===== src/rtl/regfile_pkg.sv =====
// Shared constants and clear-engine state encoding for the register file.
package regfile_pkg;

  localparam int DATA_W_DEF = 8;
  localparam int ADDR_W_DEF = 4;

  typedef enum logic [1:0] {
    ST_IDLE  = 2'd0,
    ST_CLEAR = 2'd1,
    ST_DONE  = 2'd2
  } clr_state_e;

endpackage


===== src/rtl/regfile_clr_seq.sv =====
// Clear sequencer: sweeps every entry to zero, one per cycle, then pulses clr_done.
module regfile_clr_seq
  import regfile_pkg::*;
#(
  parameter int ADDR_W = ADDR_W_DEF
) (
  input  logic              clk,
  input  logic              arst_n,
  input  logic              clr_req,
  output logic              clr_busy,
  output logic              clr_done,
  output logic              clr_we,
  output logic [ADDR_W-1:0] clr_addr
);

  localparam logic [ADDR_W-1:0] LAST_ADDR = '1;

  clr_state_e        state_q, state_d;
  logic [ADDR_W-1:0] cnt_q, cnt_d;

  always_ff @(posedge clk or negedge arst_n) begin
    if (!arst_n) begin
      state_q <= ST_IDLE;
      cnt_q   <= '0;
    end else begin
      state_q <= state_d;
      cnt_q   <= cnt_d;
    end
  end

  always_comb begin
    state_d  = state_q;
    cnt_d    = cnt_q;
    clr_busy = 1'b0;
    clr_done = 1'b0;
    clr_we   = 1'b0;
    case (state_q)
      ST_IDLE: begin
        if (clr_req) begin
          state_d = ST_CLEAR;
          cnt_d   = '0;
        end
      end
      ST_CLEAR: begin
        clr_busy = 1'b1;
        clr_we   = 1'b1;
        // Counter wraps back to 0 on the last entry.
        cnt_d    = cnt_q + ADDR_W'(1);
        if (cnt_q == LAST_ADDR) state_d = ST_DONE;
      end
      ST_DONE: begin
        clr_done = 1'b1;
        state_d  = ST_IDLE;
      end
      default: state_d = ST_IDLE;
    endcase
  end

  assign clr_addr = cnt_q;

endmodule


===== src/rtl/regfile_param.sv =====
// 1W/2R parametrised register file with run-time clear sweep and optional registered reads.
// Build option: define REGFILE_ZERO_REG_EN to hardwire entry 0 to zero.
module regfile_param
  import regfile_pkg::*;
#(
  parameter int DATA_W   = DATA_W_DEF,
  parameter int ADDR_W   = ADDR_W_DEF,
  parameter int READ_REG = 0
) (
  input  logic              clk,
  input  logic              arst_n,
  input  logic              wr_en,
  input  logic [ADDR_W-1:0] wr_addr,
  input  logic [DATA_W-1:0] wr_data,
  output logic              wr_ready,
  input  logic              rd_en,
  input  logic [ADDR_W-1:0] rd_addr_a,
  input  logic [ADDR_W-1:0] rd_addr_b,
  output logic [DATA_W-1:0] rd_data_a,
  output logic [DATA_W-1:0] rd_data_b,
  input  logic              clr_req,
  output logic              clr_busy,
  output logic              clr_done
);

  localparam int DEPTH = 2 ** ADDR_W;

  logic [DATA_W-1:0] mem_q [DEPTH];
  logic              clr_we;
  logic [ADDR_W-1:0] clr_addr;
  logic              wr_zero_blk;
  logic              wr_accept;
  logic [ADDR_W-1:0] rd_addr [2];
  logic [DATA_W-1:0] rd_word [2];
  logic [DATA_W-1:0] rd_data [2];

  regfile_clr_seq #(.ADDR_W(ADDR_W)) u_clr_seq (
    .clk      (clk),
    .arst_n   (arst_n),
    .clr_req  (clr_req),
    .clr_busy (clr_busy),
    .clr_done (clr_done),
    .clr_we   (clr_we),
    .clr_addr (clr_addr)
  );

  assign wr_ready = !clr_busy;

`ifdef REGFILE_ZERO_REG_EN
  assign wr_zero_blk = (wr_addr == '0);
`else
  assign wr_zero_blk = 1'b0;
`endif

  // Blocking address 0 here also removes it from the write-first bypass below.
  assign wr_accept = wr_en && wr_ready && !wr_zero_blk;

  always_ff @(posedge clk or negedge arst_n) begin
    if (!arst_n) begin
      for (int i = 0; i < DEPTH; i++) mem_q[i] <= '0;
    end else if (clr_we) begin
      mem_q[clr_addr] <= '0;
    end else if (wr_accept) begin
      mem_q[wr_addr] <= wr_data;
    end
  end

  assign rd_addr[0] = rd_addr_a;
  assign rd_addr[1] = rd_addr_b;

  generate
    for (genvar gi = 0; gi < 2; gi++) begin : g_port
      logic zero_hit;
`ifdef REGFILE_ZERO_REG_EN
      assign zero_hit = (rd_addr[gi] == '0);
`else
      assign zero_hit = 1'b0;
`endif
      assign rd_word[gi] = zero_hit ? '0 : mem_q[rd_addr[gi]];

      if (READ_REG != 0) begin : g_reg
        logic [DATA_W-1:0] rd_q;
        always_ff @(posedge clk or negedge arst_n) begin
          if (!arst_n) begin
            rd_q <= '0;
          end else if (rd_en) begin
            rd_q <= (wr_accept && (wr_addr == rd_addr[gi])) ? wr_data : rd_word[gi];
          end
        end
        assign rd_data[gi] = rd_q;
      end else begin : g_comb
        assign rd_data[gi] = rd_word[gi];
      end
    end

    if (READ_REG == 0) begin : g_no_strobe
      logic unused_rd_en;
      assign unused_rd_en = rd_en;
    end
  endgenerate

  assign rd_data_a = rd_data[0];
  assign rd_data_b = rd_data[1];

endmodule

===== config.mk =====
export PLATFORM = sky130hd
export DESIGN_NAME = regfile_param
export DESIGN_NICKNAME = d
export VERILOG_FILES = /design/src/rtl/regfile_pkg.sv /design/src/rtl/regfile_clr_seq.sv /design/src/rtl/regfile_param.sv
export SDC_FILE = /design/constraint.sdc
export NUM_CORES = 1
export LEC_CHECK = 0
export CORE_ASPECT_RATIO = 1.1
export CORE_MARGIN = 3
export CORE_UTILIZATION = 60
export CTS_BUF_LIST = sky130_fd_sc_hd__clkbuf_4
export CTS_CLUSTER_DIAMETER = 100
export DETAILED_ROUTE_END_ITERATION = 8
export PLACE_DENSITY = 0.8
export SLEW_MARGIN = 0
export SYNTH_ARGS = -nofsm -noshare
export SYNTH_HDL_FRONTEND = slang
export SYNTH_SLANG_ARGS = --single-unit

===== constraint.sdc =====
create_clock -name clk -period 3.4 [get_ports clk]
set_clock_uncertainty 0.05 [all_clocks]
set_input_delay 0.68 -clock clk [delete_from_list [all_inputs] [get_ports clk]]
set_output_delay 0.68 -clock clk [all_outputs]
set_load 0.02 [all_outputs]

After elaboration in Yosys (flattened, before gate mapping)

Cells that the tools add are included.

Bits in registers: 134
Output and inout port bits: 19
Input bits: 25
Logic and storage cells: 65

Add/sub/neg operators: 1
Magnitude comparators: 6
Reduce and logical (&&, ||, !) cells: 9
Multiplexer cells: 20
Bitwise gates (word level): 6
Eq/ne operators: 5

Operators with widths:

| operator              | count |
|---|---|
| $mux W128             | 2 |
| $and A128 B128 Y128   | 1 |
| $bwmux W128           | 1 |
| $not A128 Y128        | 1 |
| $bmux W8 S4           | 2 |
| $demux W8 S4          | 2 |
| $mux W8               | 6 |
| $ge A5 B5 Y1 const B  | 4 |
| $not A4 Y5            | 4 |
| $lt A5 B1 Y1 const B  | 2 |
| $pmux W4 S2           | 1 |
| $add A4 B1 Y4 const B | 1 |
| $eq A4 B4 Y1 const B  | 1 |
| $mux W2               | 2 |
| $mux W4               | 1 |
| $pmux W2 S2           | 1 |
| $reduce_and A2 Y1     | 2 |
| $reduce_bool A2 Y1    | 2 |
| $logic_and A1 B1 Y1   | 3 |
| $eq A2 B1 Y1 const B  | 1 |
| $eq A2 B2 Y1 const B  | 1 |
| $logic_not A2 Y1      | 1 |
| $mux W1               | 2 |
| $ne A2 B1 Y1 const B  | 1 |
| other kinds (2)       | 2 |

Longest topological paths before layout

Gate-level depths: netlist of the first run.

Word-level depth: 8
Mapped depth: 7
Gate-level depth less buffers: 5

By module

A second synthesis of the first run with hierarchy kept.

Cells, all modules: 631
Area total of the unflattened synthesis: 7970.1 µm²

By module, submodules not included:

| module          | times used | cells each | area an instance (µm²) | seq. area each (µm²) |
|---|---|---|---|---|
| regfile_param   | 1          | 606        | 7694.9                 | 3203.1 |
| regfile_clr_seq | 1          | 25         | 275.3                  | 150.1 |

Worst setup path before layout of the first run

OpenSTA, ideal clock, no wires.

Path kind: input-to-output
Start: in rd_addr_b[0]
End: out rd_data_b[6]
Cell stages on the path: 5
Data required time: 2670 ps
Slack: 861 ps
Buffers on the path: 2
Data arrival time: 1809 ps
Cell sequence: buf_6 > buf_6 > mux4_1 > a22oi_1 > nand2_1

Word-level cells in the longest chain between the ends: 4

RTL lines:

| what                                        | RTL line            | text |
|---|---|---|
| start, declared                             | regfile_param.sv:18 | `input logic [ADDR_W-1:0] rd_addr_b,` |
| $not A4 Y5 (not written as such)            | regfile_param.sv:79 | `assign rd_word[gi] = zero_hit ? '0 : mem_q[rd_addr[gi]];` |
| $bmux W8 S4                                 | regfile_param.sv:79 |  |
| $mux W8 (not written as such) (2 in series) | regfile_param.sv:79 |  |
| end, declared                               | regfile_param.sv:20 | `output logic [DATA_W-1:0] rd_data_b,` |

Every way passes these cells. The select of a mux whose other input is x is not followed.

Worst setup path in the final report of the first run

Start: in rd_addr_b[1]
End: out rd_data_b[7]

Same word-level chain as after synthesis.

==> metrics.md, run 1 <==
| Metric | Value |
|---|---|
| Switching power | `2622 uW` |
| Top FF cell, synth | `dfrtp_1` |
| RSZ-0062 raised after global routing | `no` |
| CP Launch Type | `input pin` |
| Worst path cell trace | `clkdlybuf4s50_1 > buf_12 > mux4_2 > a22oi_1 > nand2_1 > dlygate4sd2_1` |
| Layout area overhead | `9.509%` |
| Worst-Margin Slew | `886.0 ps` |
| Fin crit period | `3331 ps` |
| Hold Crit Class | `in2async` |
| Outcome | `completed` |
| Unique masters post-synth | `37` |
| Crit. End Element | `output pin` |
| R2R Setup Slk | `1340 ps` |
| Reg clk slew, reported paths | `100 ps` |
| Gr ovfl total | `0` |
| Vias | `6035` |
| Data arrival time of the worst path | `2600 ps` |
| YS warnings | `0` |
| ANT nets after route | `0` |
| CTS tree | `built` |
| Critical path depth in cells | `6` |
| Gr usage total | `31.60%` |
| Switching Fraction | `40.87%` |
| Vias in the first global route | `6397` |
| MaxCap Viol Count | `0` |
| NumNets Final | `692` |
| Sequential fraction of design power | `42.9%` |
| Ys async rst share | `100.0%` |
| Logic pwr share | `43.1%` |
| Top-count cell post-synth | `dfrtp_1` |
| Post-layout util | `68.58%` |
| Max Clock Freq | `300.2 MHz` |
| Inserted Diodes | `0` |
| Aggregate routed wire length | `21880 um` |
| Post-Syn Nets | `671` |
| Initial Util | `62.63%` |
| DR iter-0 viols | `719` |
| Syn_area_per_cell | `12.54 sq um` |
| TritonCTS Buffers | `17` |
| Leak Pwr | `0.004841 uW` |
| CP max FO | `16` |
| Syn Inst Count | `642` |
| Power Density | `727.6 nW/um^2` |
| Layout cells sized above 1 | `16.52%` |
| Via density per instance | `7.280` |
| Worst slew margin | `40.76%` |
| Internal power | `3794 uW` |
| Synth top area cells | `dfrtp_1 (42%), mux2i_1 (16%), mux4_2 (11%), mux4_1 (8.2%), o21ai_0 (8.1%)` |
| CP Buf/Inv Count | `3` |
| First-pass detailed-route iteration total | `5` |
| Worst r2r dst | `mem_q[110]` |
| Setup repair bufs after CTS | `0` |
| Top cells by count, synth | `dfrtp_1 (134), o21ai_0 (130), mux2i_1 (128)` |
| Die outline width | `116.5 um` |
| Total die area | `14850 sq um` |
| Hpwl dp | `14550 um` |
| Post-synthesis sequential area ratio | `41.64%` |
| Yosys top cell area share | `41.64%` |
| CP max-delay cell | `clkdlybuf4s50_1` |
| Top cell type by total area after synthesis | `dfrtp_1` |
| Final Cycle Share | `97.97%` |
| Peak supply drop | `0.0008248 V` |
| CP max stage delay | `590 ps` |
| Number of port buffers | `42` |
| Initial antenna violation count | `0` |
| Final setup fails | `0` |
| Rows | `43` |
| Critical path type | `in2out` |
| Post-synth EDFFs | `0` |
| H-tree levels | `4` |
| Setup TNS | `0 ps` |
| FF+latch count, synth | `134` |
| R2R depth | `4` |
| Fin. Hold Viols | `0` |
| DR WL/cell | `26.39 um` |
| Mapped Area | `8053 sq um` |
| First-pass GRT wire length | `34890 um` |
| Pin count of the biggest net entering global routing | `78` |
| Reg2reg start | `u_clr_seq.state_q[1]` |
| Clock Tree Buf Depth | `2` |
| Critical Path RT | `2670 ps` |
| Clk_lat worst skew | `580 ps` |
| Chip Height | `127.5 um` |
| Placeable core area | `12860 sq um` |
| Routability cong. | `0.8254` |
| WHS | `4.750 ps` |
| Final Max Slew Viols | `0` |
| PnR Total Power | `6417 uW` |
| Top Ports | `44` |
| Family with the most delay on the worst path | `buffers and inverters` |
| Residual DRC | `0` |
| CTS Sinks | `134` |
| Clk Tree Root Cell | `clkbuf_4` |
| Clock power share | `14.0%` |
-- layer usage --
metal | track usage, % | vias up | routed length [um]
li1 | - | 2519 | -
met5 | 0 | - | 0
met2 | 49.56 | 356 | 10900
met1 | 42.08 | 3085 | 8379
met4 | 12.49 | 0 | 632
met3 | 8.574 | 75 | 1966
-- state kept, by name, indices dropped and copies added (netlist names) --
name / cells
u_clr_seq.clr_addr: 4
u_clr_seq.state_q: 2
mem_q: 128
-- cell usage in the layout, fill, tap and decap left out, drive strengths merged --
| cell type | synthesis | final |
|---|---|---|
| dlygate4sd2 | 0 | 9 |
| mux4 | 64 | 64 |
| nand2 | 19 | 19 |
| a41oi | 1 | 1 |
| or2 | 1 | 1 |
| nor2b | 4 | 4 |
| dfrtp | 134 | 134 |
| nand3b | 4 | 4 |
| nand4 | 8 | 8 |
| nor2 | 4 | 4 |
| and3 | 1 | 1 |
| and2b | 1 | 1 |
| or3b | 1 | 1 |
| and3b | 3 | 3 |
| o21bai | 1 | 1 |
| nand3 | 1 | 1 |
| and2 | 2 | 2 |
| o21ai | 130 | 130 |
| nor3b | 3 | 3 |
| a22o | 3 | 3 |
| mux2 | 1 | 1 |
| clkinv | 0 | 8 |
| clkbuf | 32 | 19 |
| nor3 | 1 | 1 |
| inv | 11 | 11 |
| bufinv | 0 | 1 |
| ha | 4 | 4 |
| nand4b | 8 | 8 |
| buf | 32 | 30 |
| mux2i | 128 | 128 |
| nand2b | 5 | 5 |
| clkdlybuf4s50 | 0 | 23 |
| a22oi | 32 | 32 |
| dlymetal6s2s | 0 | 7 |
-- what timing repair did --
item                       CTS  global route
setup endpoints to repair   16             7
cloned                       0             0
gates resized for setup     13            13
hold buffers                 0             0
pin swaps                    0             1
-- stage by stage --
stage / worst slack [ps] / std cells / cell area [sq um]
floorplan: 861.0 / 642 / 8053
global placement: -87.04 / 801 / 8562
detailed placement: -99.97 / 801 / 8562
CTS: -46.33 / 829 / 8775
global route: 2.917 / 829 / 8818
finish: 69.03 / 829 / 8818
-- layout make-up --
type | instances | area [sq um]
clock buffers | 19 | 142.6
fillers | 940 | 4040
inverters | 11 | 41.29
repair buffers | 69 | 728.2
well taps | 157 | 196.4
clock inverters | 9 | 65.06
multi-input cells | 430 | 4292
flip-flops and latches | 134 | 3353
-- how the worst max path moves through the flow --
stage,start,slack (ps),endpoint
CTS,rd_addr_a[1],-50,rd_data_a[3]
global route,rd_addr_b[1],3,rd_data_b[7]
finish,rd_addr_b[1],70,rd_data_b[7]
floorplan,rd_addr_b[0],860,rd_data_b[6]
global placement,rd_addr_b[1],-90,rd_data_b[7]
detailed placement,rd_addr_b[1],-100,rd_data_b[5]
-- power by group through the flow --
| stage | Combinational (uW) | Clock, uW | Sequential (uW) |
|---|---|---|---|
| after CTS | 2720 | 903 | 2730 |
| after floorplan | 1930 | 0 | 2520 |
| after detailed placement | 2740 | 0 | 2770 |
| after global placement | 2600 | 0 | 2680 |
| final | 2760 | 900 | 2750 |
| after global routing | 2980 | 986 | 2840 |
-- kinds of logic after synthesis --
family                   after synthesis  synth area share (%)
adder cells (fa/ha/maj)                4                0.6215
flip-flops                           134                 41.64
multiplexers                         193                 35.15
AND/OR/NAND/NOR                       66                 5.500
AO/OA/AOI/OAI                        167                 11.59
buffers and inverters                 78                 5.500
No activity file was read; power rests on OpenSTA's default activity.
==> inputs of run 2 (changes only) <==
--- a/config.mk
+++ b/config.mk
@@ -12,7 +12,7 @@
 export CTS_CLUSTER_DIAMETER = 100
 export DETAILED_ROUTE_END_ITERATION = 8
 export PLACE_DENSITY = 0.8
-export SLEW_MARGIN = 0
+export SLEW_MARGIN = 20
 export SYNTH_ARGS = -nofsm -noshare
 export SYNTH_HDL_FRONTEND = slang
 export SYNTH_SLANG_ARGS = --single-unit
==> results of run 2 <==
Final layout, timing and power as in run 1 (identical DEF).
